File: config.mk
export PLATFORM = sky130hd
export DESIGN_NAME = spi_ram_arbiter
export DESIGN_NICKNAME = d
export VERILOG_FILES = /design/src/rtl/spi_ram_arbiter.sv
export SDC_FILE = /design/constraint.sdc
export NUM_CORES = 1
export LEC_CHECK = 0
export CAP_MARGIN = 20
export CORE_MARGIN = 8
export CORE_UTILIZATION = 45
export CTS_CLUSTER_SIZE = 20
export DETAILED_ROUTE_END_ITERATION = 8
export PLACE_DENSITY = 0.75
export SLEW_MARGIN = 20
export SYNTH_ARGS = -nofsm -noshare
export SYNTH_HDL_FRONTEND = slang
export SYNTH_SLANG_ARGS = --single-unit
File: constraint.sdc
create_clock -name clk -period 1.9 [get_ports clk]
set_input_delay 0.285 -clock clk [delete_from_list [all_inputs] [get_ports clk]]
set_output_delay 0.285 -clock clk [all_outputs]
set_load 0.1 [all_outputs]
File: src/rtl/spi_ram_arbiter.sv
// Shares a single-port RAM between a decoded SPI command stream and a local host port.
// One SPI access slot, round-robin arbitration, one RAM access in flight at a time.
module spi_ram_arbiter #(
    parameter int ADDR_SIZE = 8,
    parameter int DATA_W    = 8
) (
    input  logic                 clk,
    input  logic                 rst_n,
    input  logic [9:0]           rx_data,
    input  logic                 rx_valid,
    output logic [DATA_W-1:0]    tx_data,
    output logic                 tx_valid,
    input  logic                 h_req,
    input  logic                 h_we,
    input  logic [ADDR_SIZE-1:0] h_addr,
    input  logic [DATA_W-1:0]    h_wdata,
    output logic                 h_gnt,
    output logic                 h_rvalid,
    output logic [DATA_W-1:0]    h_rdata,
    output logic                 ram_en,
    output logic                 ram_we,
    output logic [ADDR_SIZE-1:0] ram_addr,
    output logic [DATA_W-1:0]    ram_din,
    input  logic [DATA_W-1:0]    ram_dout,
    output logic                 spi_ovf
);

    typedef enum logic [2:0] {IDLE, GNT_SPI, GNT_HOST, RD_SPI, RD_HOST} state_t;
    typedef enum logic {SIDE_SPI, SIDE_HOST} side_t;

    state_t               state_q;
    side_t                last_q;
    logic [ADDR_SIZE-1:0] wr_addr_q, wr_addr_d, rd_addr_q, rd_addr_d;
    logic [ADDR_SIZE-1:0] slot_addr_q, slot_addr_d, ram_addr_q;
    logic [DATA_W-1:0]    slot_data_q, slot_data_d, ram_din_q, tx_data_q, h_rdata_q;
    logic                 slot_full_q, slot_full_d, slot_we_q, slot_we_d, ovf_q, ovf_d;
    logic                 ram_en_q, ram_we_q, h_gnt_q, tx_valid_q, h_rvalid_q;
    logic [1:0]           opcode;
    logic [7:0]           payload;
    logic                 grant_spi;

    assign opcode    = rx_data[9:8];
    assign payload   = rx_data[7:0];
    assign grant_spi = slot_full_q && (!h_req || last_q == SIDE_HOST);

    always_comb begin
        wr_addr_d   = wr_addr_q;
        rd_addr_d   = rd_addr_q;
        slot_full_d = slot_full_q;
        slot_we_d   = slot_we_q;
        slot_addr_d = slot_addr_q;
        slot_data_d = slot_data_q;
        ovf_d       = ovf_q;
        // Slot frees during GNT_SPI, so a slot command in that cycle reloads it.
        if (state_q == GNT_SPI) slot_full_d = 1'b0;
        if (rx_valid) begin
            case (opcode)
                2'b00: wr_addr_d = ADDR_SIZE'(payload);
                2'b10: rd_addr_d = ADDR_SIZE'(payload);
                default: begin
                    if (slot_full_d) begin
                        ovf_d = 1'b1;
                    end else begin
                        slot_full_d = 1'b1;
                        slot_we_d   = ~opcode[1];
                        slot_addr_d = opcode[1] ? rd_addr_q : wr_addr_q;
                        slot_data_d = opcode[1] ? '0 : DATA_W'(payload);
                    end
                end
            endcase
        end
    end

    always_ff @(posedge clk or negedge rst_n) begin
        if (!rst_n) begin
            wr_addr_q   <= '0;
            rd_addr_q   <= '0;
            slot_full_q <= 1'b0;
            slot_we_q   <= 1'b0;
            slot_addr_q <= '0;
            slot_data_q <= '0;
            ovf_q       <= 1'b0;
        end else begin
            wr_addr_q   <= wr_addr_d;
            rd_addr_q   <= rd_addr_d;
            slot_full_q <= slot_full_d;
            slot_we_q   <= slot_we_d;
            slot_addr_q <= slot_addr_d;
            slot_data_q <= slot_data_d;
            ovf_q       <= ovf_d;
        end
    end

    always_ff @(posedge clk or negedge rst_n) begin
        if (!rst_n) begin
            state_q    <= IDLE;
            last_q     <= SIDE_HOST;
            ram_en_q   <= 1'b0;
            ram_we_q   <= 1'b0;
            ram_addr_q <= '0;
            ram_din_q  <= '0;
            h_gnt_q    <= 1'b0;
            tx_valid_q <= 1'b0;
            h_rvalid_q <= 1'b0;
            tx_data_q  <= '0;
            h_rdata_q  <= '0;
        end else begin
            ram_en_q   <= 1'b0;
            ram_we_q   <= 1'b0;
            h_gnt_q    <= 1'b0;
            tx_valid_q <= 1'b0;
            h_rvalid_q <= 1'b0;
            case (state_q)
                IDLE: begin
                    if (grant_spi) begin
                        state_q    <= GNT_SPI;
                        ram_en_q   <= 1'b1;
                        ram_we_q   <= slot_we_q;
                        ram_addr_q <= slot_addr_q;
                        ram_din_q  <= slot_data_q;
                    end else if (h_req) begin
                        state_q    <= GNT_HOST;
                        ram_en_q   <= 1'b1;
                        ram_we_q   <= h_we;
                        ram_addr_q <= h_addr;
                        ram_din_q  <= h_wdata;
                        h_gnt_q    <= 1'b1;
                    end
                end
                GNT_SPI: begin
                    last_q <= SIDE_SPI;
                    if (ram_we_q) begin
                        state_q <= IDLE;
                    end else begin
                        state_q    <= RD_SPI;
                        tx_valid_q <= 1'b1;
                    end
                end
                GNT_HOST: begin
                    last_q <= SIDE_HOST;
                    if (ram_we_q) begin
                        state_q <= IDLE;
                    end else begin
                        state_q    <= RD_HOST;
                        h_rvalid_q <= 1'b1;
                    end
                end
                RD_SPI: begin
                    tx_data_q <= ram_dout;
                    state_q   <= IDLE;
                end
                RD_HOST: begin
                    h_rdata_q <= ram_dout;
                    state_q   <= IDLE;
                end
                default: state_q <= IDLE;
            endcase
        end
    end

    // RAM data is only valid in the strobe cycle: pass it through then, hold the captured copy after.
    assign tx_data  = tx_valid_q ? ram_dout : tx_data_q;
    assign h_rdata  = h_rvalid_q ? ram_dout : h_rdata_q;
    assign tx_valid = tx_valid_q;
    assign h_rvalid = h_rvalid_q;
    assign h_gnt    = h_gnt_q;
    assign ram_en   = ram_en_q;
    assign ram_we   = ram_we_q;
    assign ram_addr = ram_addr_q;
    assign ram_din  = ram_din_q;
    assign spi_ovf  = ovf_q;

endmodule
==> results of run 1 <==
==> sequential cells by signal, summed over array words and instances, names as in the netlist, 3 cells and up <==
register     count
state_q          3
h_rdata_q        8
slot_data_q      8
tx_data_q        8
wr_addr_q        8
ram_din          8
ram_addr         8
rd_addr_q        8
slot_addr_q      8
==> through the flow <==
stage | util | worst slack, ns
after floorplan | - | 0.0316
after global placement | 0.602 | 0.133
after detailed placement | 0.602 | 0.0946
after CTS | 0.634 | 0.153
after global routing | 0.634 | 0.142
final | 0.634 | 0.175
==> critical path: cells and delay by family, from the launching register on <==
kind                   cells  cell delay (ns)
multiplexers               1             0.40
buffers and inverters      1             0.17
flip-flops                 1             0.51
==> per-layer routing <==
metal  track usage  share of wire  up-vias
met1         0.195           0.47     1239
met5             0              0        -
li1              -              -     1168
met3        0.0399          0.048        8
met4        0.0538          0.010        0
met2         0.229           0.47       62
==> final timing paths <==
kind / depth (start not counted) / to
worst min register to register: 1 / spi_ovf
worst min-delay path: 1 / spi_ovf
max in group asynchronous: 3 / last_q
worst max-delay path: 2 / tx_data[5]
min in group asynchronous: 3 / tx_data_q[2]
worst max register to register: 4 / slot_data_q[1]
==> kinds of logic (layout without fill, tap and decap cells) <==
kind of cell           after synthesis  count (layout)  share of synthesized area
AOI/OAI and AO/OA                   57              57                     0.0929
buffers and inverters               22             112                     0.0341
DFF                                 76              76                      0.540
muxes                               73              73                      0.242
and+or+nand+nor                     46              46                     0.0912
==> layout by cell type, fill, tap and decap left out, drive strengths merged, types with 3 or more instances in the layout <==
master	n
inv	3
nor2b	9
nand3b	18
o21ai	18
mux2	72
nand2	4
dfrtp	75
bufinv	3
buf	55
clkbuf	11
clkdlybuf4s50	37
a21oi	18
a31oi	16
==> cell type report <==
type | instances | area, um2
repair buffers | 93 | 1070
clock inverters | 5 | 100
flip-flops and latches | 76 | 1910
fillers | 614 | 2800
clock buffers | 11 | 131
multi-input cells | 176 | 1500
well taps | 102 | 128
inverters | 3 | 11.3
==> what timing repair did <==
item                       CTS  global route
hold endpoints to repair    75             0
hold buffers                 1             0
setup endpoints to repair    0             0
==> impl_metrics.csv, run 1 <==
group,metric,value,unit
synth,ys_types,31,
worst_setup_path,crit_start,"tx_valid",
worst_setup_path,r2r_slack,0.25,ns
synth,ys.warnings.count,0,
timing,max_freq,0.580,GHz
floorplan,die_h,105,um
timing,rsz0062_at_grt,"no",
detailed_routing,postRouteAntennaNets,0,
worst_hold_path,worstHoldStart,"spi_ovf",
synth,synth.avg_cell_area,12.9,um2
worst_setup_path,worstPathRequired,1.62,ns
cells_and_area,n_antenna_cell,0,
timing,slew_viol_final,0,
detailed_routing,wl_per_cell,17.0,um
worst_setup_path,cp-end-kind,"output port",
global_route,gr-usage-all-layers,0.148,
global_route,grt_overflow,0,
floorplan,die_w,105,um
detailed_routing,drc,0,
synth,syn_area,3530,um2
detailed_routing,vias_per_cell,5.32,
cells_and_area,fin_area,4850,um2
placed_design,dp.cells,449,
synth,synth-edff-count,0,
worst_setup_path,rr_startpoint,"state_q[1]",
placed_design,io_buffers,76,
cells_and_area,area_delta_synth_final,37.4,%
cts,cts.sink_count,76,
timing,setup_tns,0,ns
detailed_routing,wirelength,7910,um
synth,ys.flop_type,"dfrtp_1",
floorplan,core_area,7650,um2
detailed_routing,vias,2477,
worst_setup_path,critPathLaunchType,"flip-flop",
global_route,antenna_found_initial,0,
synth,yosys_register_bits,76,
floorplan,die_area,10900,um2
cts,cts_setup_buffers,0,
synth,ys_seq_area_frac,0.540,
cts,cts_root_buf,"clkbuf_8",
worst_setup_path,slowest_stage,"dfrtp_2",
cells_and_area,nets,398,
cts,clk_pin_slew,0.07,ns
floorplan,start_util,0.461,
synth,yosys-top-cells-area,"dfrtp_1 (53%), mux2_2 (20%), mux2_4 (3.8%)",
global_route,grt_pass1_wl,13100,um
cts,htreeDepth,3,
worst_setup_path,critical_path_class,"flip-flop to output port",
worst_setup_path,crit_arrival,1.44,ns
detailed_routing,first_pass_iters,4,
cts,clk_latency,0.35,ns
detailed_routing,drt_iter0_drc,145,
worst_hold_path,min_path_type,"flip-flop to flip-flop",
placed_design,globalplace.congestion,0.741,
cts,cts_tree,"done",
job,drv_cap,0,
synth,syn_nets,313,
synth,syn_inst,274,
synth,synth_common_cells,"dfrtp_1 (75), mux2_2 (63), nand3b_1 (18), o21ai_0 (18), a21oi_1 (17)",
cells_and_area,finalNonFillerCells,466,
worst_setup_path,path_cells,"mux2_2 > buf_12",
floorplan,ioPinCount,77,
global_route,grt_max_degree,77,
placed_design,hpwlAfterDp,5900,um
synth,async_reset_ff_frac,1.00,
timing,finalHoldViolCount,0,
cts,post_cts_resized,0,
cts,cts_buffers,9,
timing,period_share,0.908,
placed_design,post_dp_cell_area,4600,um2
timing,worstMarginPinSlew,0.430,ns
global_route,grt_pass1_vias,2559,
worst_setup_path,slowest_delay,0.51,ns
timing,max-slew-margin-rel,0.712,
timing,setup_violations,0,
synth,synth.most_common_cell,"dfrtp_1",
timing,skew,0.00905,ns
synth,yosys.area.top_type,"dfrtp_1",
cts,cts_max_path_buffers,2,
timing,final.min_clock_period,1.73,ns
outcome,status,"finished, final reports clean",
worst_setup_path,path_max_fanout,9,
floorplan,rows,32,
synth,synth_top_area_share,0.532,
timing,hold_ws,0.489,ns
cells_and_area,drive_gt1_frac,0.412,
Power of run 1 is not shown: default switching activity piles up to over one toggle a cycle in this logic, so the estimate is an artifact.
==> run 2: changes to the inputs <==
--- a/config.mk
+++ b/config.mk
@@ -7,10 +7,10 @@
 export LEC_CHECK = 0
 export CAP_MARGIN = 20
 export CORE_MARGIN = 8
-export CORE_UTILIZATION = 45
+export CORE_UTILIZATION = 46
 export CTS_CLUSTER_SIZE = 20
 export DETAILED_ROUTE_END_ITERATION = 8
-export PLACE_DENSITY = 0.75
+export PLACE_DENSITY = 0.83
 export SLEW_MARGIN = 20
 export SYNTH_ARGS = -nofsm -noshare
 export SYNTH_HDL_FRONTEND = slang
==> impl_metrics.csv, run 2 (synthesized netlist as in run 1, its figures left out) <==
group,metric,value,unit
timing,max_freq,0.583,GHz
cts,cts_tree,"done",
cts,htreeDepth,3,
detailed_routing,first_pass_iters,4,
detailed_routing,drt_iter0_drc,177,
placed_design,globalplace.congestion,0.761,
floorplan,die_w,104,um
placed_design,hpwlAfterDp,5900,um
global_route,grt_pass1_vias,2624,
worst_setup_path,rr_startpoint,"state_q[1]",
timing,skew,0.00927,ns
global_route,grt_pass1_wl,13600,um
floorplan,core_area,7570,um2
timing,setup_violations,0,
timing,setup_tns,0,ns
cells_and_area,multi_input_area,1500,um2
cts,cts_buffers,9,
placed_design,io_buffers,76,
worst_setup_path,path_max_fanout,9,
worst_hold_path,worstHoldStart,"spi_ovf",
cells_and_area,most-common-layout-cells,"dfrtp_1 (73), mux2_2 (63), clkdlybuf4s50_1 (37), buf_4 (32), buf_12 (22)",
global_route,gr-usage-all-layers,0.153,
detailed_routing,vias_per_cell,5.34,
timing,rsz0062_at_grt,"no",
cells_and_area,drive_gt1_frac,0.416,
floorplan,die_h,104,um
cts,cts.sink_count,76,
timing,max-slew-margin-rel,0.590,
worst_setup_path,critPathLaunchType,"flip-flop",
cts,cts_max_path_buffers,2,
timing,period_share,0.902,
cells_and_area,layout_commonest_cell,"dfrtp_1",
global_route,grt_max_degree,49,
job,drv_cap,0,
floorplan,start_util,0.466,
cts,clk_pin_slew,0.08,ns
global_route,antenna_found_initial,0,
worst_setup_path,worstPathRequired,1.62,ns
worst_setup_path,critical_path_class,"flip-flop to output port",
detailed_routing,drc,0,
floorplan,die_area,10700,um2
timing,finalHoldViolCount,0,
worst_hold_path,min_path_type,"flip-flop to flip-flop",
worst_setup_path,crit_start,"h_rvalid",
cells_and_area,seq_area,1910,um2
global_route,grt_overflow,0,
worst_setup_path,cp-end-kind,"output port",
cts,cts_root_buf,"clkbuf_8",
cts,clk_latency,0.34,ns
detailed_routing,wirelength,8050,um
cells_and_area,nets,397,
timing,worstMarginPinSlew,0.615,ns
worst_setup_path,crit_arrival,1.43,ns
cells_and_area,fin_area,4880,um2
detailed_routing,wl_per_cell,17.3,um
placed_design,post_dp_cell_area,4600,um2
detailed_routing,vias,2484,
cells_and_area,nFillCells,536,
floorplan,ioPinCount,77,
cts,post_cts_resized,0,
cts,cts_setup_buffers,0,
cells_and_area,area_delta_synth_final,38.3,%
floorplan,rows,32,
timing,slew_viol_final,0,
timing,final.min_clock_period,1.71,ns
cells_and_area,n_antenna_cell,0,
outcome,status,"finished, final reports clean",
detailed_routing,postRouteAntennaNets,0,
## run 2: layout make-up
cell class / instances / area share
clock buffer: 13 / 0.0367
clock inverter: 3 / 0.0185
inverter: 3 / 0.00231
multi-input combinational: 176 / 0.308
sequential: 76 / 0.391
tap: 102 / 0.0262
timing repair buffer: 92 / 0.217
## run 2: worst paths after layout
check / endpoint / slack, ns / depth (start not counted)
setup / recovery: h_rdata[6] / 0.19 / 2
hold reg to reg: spi_ovf / 0.48 / 1
min in group asynchronous: tx_data_q[1] / 0.51 / 2
hold / removal: spi_ovf / 0.48 / 1
setup reg to reg: slot_data_q[1] / 0.23 / 4
max in group asynchronous: spi_ovf / 0.82 / 3
## run 2: metal layers
metal	vias up	GRT usage	share of wire
li1	1162	-	-
met1	1237	0.203	0.45
met2	78	0.240	0.49
met3	7	0.0353	0.047
met4	0	0.0504	0.0072
met5	-	0	0
## run 2: critical path, stage by stage, from the launching register on
cell     delay, ns
dfrtp_2       0.51
mux2_2        0.41
buf_12        0.17
## run 2: repair_timing
| action | in CTS | in global routing |
|---|---|---|
| hold buffers | 1 | 0 |
| setup endpoints to repair | 0 | 0 |
| endpoints found under the hold margin | 46 | 0 |
## run 2: stage by stage
step	setup slack, ns	utilization	cells	hold WS (ns)
floorplan	0.0316	-	274	-0.0106
global placement	0.180	0.608	448	0.338
detailed placement	0.134	0.608	448	0.344
CTS	0.155	0.645	465	0.486
global route	0.144	0.645	465	0.494
finish	0.185	0.645	465	0.482
Power of run 2 is left out for the same reason.
==> run 3: changes to the inputs <==
--- a/config.mk
+++ b/config.mk
@@ -8,7 +8,6 @@
 export CAP_MARGIN = 20
 export CORE_MARGIN = 8
 export CORE_UTILIZATION = 46
-export CTS_CLUSTER_SIZE = 20
 export DETAILED_ROUTE_END_ITERATION = 8
 export PLACE_DENSITY = 0.83
 export SLEW_MARGIN = 20
==> results of run 3 <==
Final layout, timing and power as in run 2 (identical DEF).
Power of run 3 is left out for the same reason.
==> patch: new RTL, config.mk and constraints of run 1 <==
Make the reset (`rst_n`) synchronous in 2 clocked blocks.
--- a/src/rtl/spi_ram_arbiter.sv
+++ b/src/rtl/spi_ram_arbiter.sv
@@ -73,3 +73,3 @@
 
-    always_ff @(posedge clk or negedge rst_n) begin
+    always_ff @(posedge clk) begin
         if (!rst_n) begin
@@ -93,3 +93,3 @@
 
-    always_ff @(posedge clk or negedge rst_n) begin
+    always_ff @(posedge clk) begin
         if (!rst_n) begin
Check against the original RTL: differs if rst_n is asserted again (counterexample within 4 cycles, from zero or initial values and one cycle with rst_n low); with rst_n held inactive, the same outputs for 4 cycles.
==> patch against run 1 <==
- synthesized area fell by 0.64%
- design area fell by 2.5%
- die area is 0.53% lower
- highest routed layer unchanged
- worst setup slack got worse by 0.00075 ns
- sequential cell count unchanged
- via count rose by 8.7%
- critical path type unchanged
- wire length up 5.0%
==> patch: results (changes against run 1) <==
Status
  – Status: finished, final reports clean (unchanged)

Worst setup path
  – Setup crit start: tx_valid$_SDFF_PN0_ (was tx_valid$_DFF_PN0_)
  – Reg2Reg Capture Point: ram_addr[7]$_SDFFE_PN0P_ (was slot_data_q[1]$_DFFE_PN0P_)
  – Reg2reg start: state_q[0]$_SDFFE_PN0P_ (was state_q[1]$_DFFE_PN0P_)
  – Max stage delay cell, worst path: sky130_fd_sc_hd__dfxtp_2 (was sky130_fd_sc_hd__dfrtp_2)

GRT
  – Vias in the first global route: 2705 (was 2559)
  – Met2 routing resource usage after global routing: 0.220 (was 0.229)
  – Met1 track utilization from global routing: 0.215 (was 0.195)
  – GRT Total Usage: 0.154 (was 0.148)
  – Maximum number of pins on one net before global-route repair: 79 (was 77)

Timing
  – Relative max-transition margin: 0.627 (was 0.712)
  – Highest Clock Rate: 579 MHz (was 580 MHz)

Yosys
  – Leading cell types by total area after synthesis: sky130_fd_sc_hd__dfxtp_1 43%, sky130_fd_sc_hd__mux2i_1 14%, sky130_fd_sc_hd__mux2_2 7.7% (was sky130_fd_sc_hd__dfrtp_1 53%, sky130_fd_sc_hd__mux2_2 20%, sky130_fd_sc_hd__mux2_4 3.8%)
  – Nets in the synthesized netlist: 376 (was 313)
  – Synth Flop Type: sky130_fd_sc_hd__dfxtp_1 (was sky130_fd_sc_hd__dfrtp_1)
  – Most used standard cells in the synthesized netlist: 76 x sky130_fd_sc_hd__dfxtp_1, 49 x sky130_fd_sc_hd__mux2i_1, 34 x sky130_fd_sc_hd__nor2b_1, 30 x sky130_fd_sc_hd__nand2_1 (was 75 x sky130_fd_sc_hd__dfrtp_1, 63 x sky130_fd_sc_hd__mux2_2, 18 x sky130_fd_sc_hd__nand3b_1, 18 x sky130_fd_sc_hd__o21ai_0, 17 x sky130_fd_sc_hd__a21oi_1)

Final layout
  – Layout cell share with drive strength beyond 1: 0.251 (was 0.412)
  – Non-clock inverters: 1 (was 3)
  – Layout multi-input combinational cell count: 226 (was 176)
  – Non-Clock Buffer Area Fraction: 0.224 (was 0.220)
  – Non-clock buffers: 92 (was 93)
  – Number of standard cells in the layout, taps in and fillers out: 512 (was 466)

Placed design
  – Detailed-placement wirelength estimate: 5820 um (was 5900 um)
  – Inst Count DP: 497 (was 449)
  – Global placer's final weighted congestion: 0.754 (was 0.741)

Worst hold path
  – Path type of the worst min-delay path: in2reg (was reg2reg)

Route
  – Routed met1 length: 4250 um (was 3740 um)
patch: changes by cell type in the layout (fill, tap and decap cells not counted), sizes merged, moves of 7 or more:
cell	change
a21boi	+17
a21oi	-15
a311o	+15
a31oi	-16
dfrtp	-75
dfxtp	+76
mux2	-48
mux2i	+48
nand2	+26
nand3b	-7
nor2b	+25
o21ai	-17
o221a	+15
patch: worst min-delay path by stage:
stage,slack [ns],from,cells past startpoint,to
floorplan,0.43,slot_addr_q[7]$_SDFFE_PN0P_,2,slot_addr_q[7]$_SDFFE_PN0P_
detailed placement,0.45,slot_addr_q[3]$_SDFFE_PN0P_,2,slot_addr_q[3]$_SDFFE_PN0P_
global placement,0.45,slot_data_q[5]$_SDFFE_PN0P_,2,slot_data_q[5]$_SDFFE_PN0P_
CTS,0.23,rst_n,2,last_q$_SDFFE_PN1P_
finish,0.24,rst_n,2,last_q$_SDFFE_PN1P_
global route,0.24,rst_n,2,last_q$_SDFFE_PN1P_
patch: kinds of logic after synthesis:
kind of cell | after synthesis | share of synthesized area
buffers and inverters | 35 | 0.0453
flip-flops | 76 | 0.434
AND/OR/NAND/NOR | 93 | 0.149
AO/OA/AOI/OAI | 60 | 0.155
multiplexers | 73 | 0.217
patch: metrics by stage:
step | cell area, sq um | util | setup WS [ns] | hold slack, ns
after global routing | 4720 | 0.618 | 0.119 | 0.244
after global placement | 4540 | 0.594 | 0.0715 | 0.451
after detailed placement | 4540 | 0.594 | 0.00380 | 0.454
final | 4720 | 0.618 | 0.174 | 0.244
after floorplan | 3510 | - | 0.0492 | 0.430
after CTS | 4720 | 0.618 | 0.152 | 0.226
patch: where the power goes:
part	switching (mW)	internal (mW)
registers	0.0645	1.69
logic	0.847	0.457
clock network	0.551	0.636
total	1.46	2.78
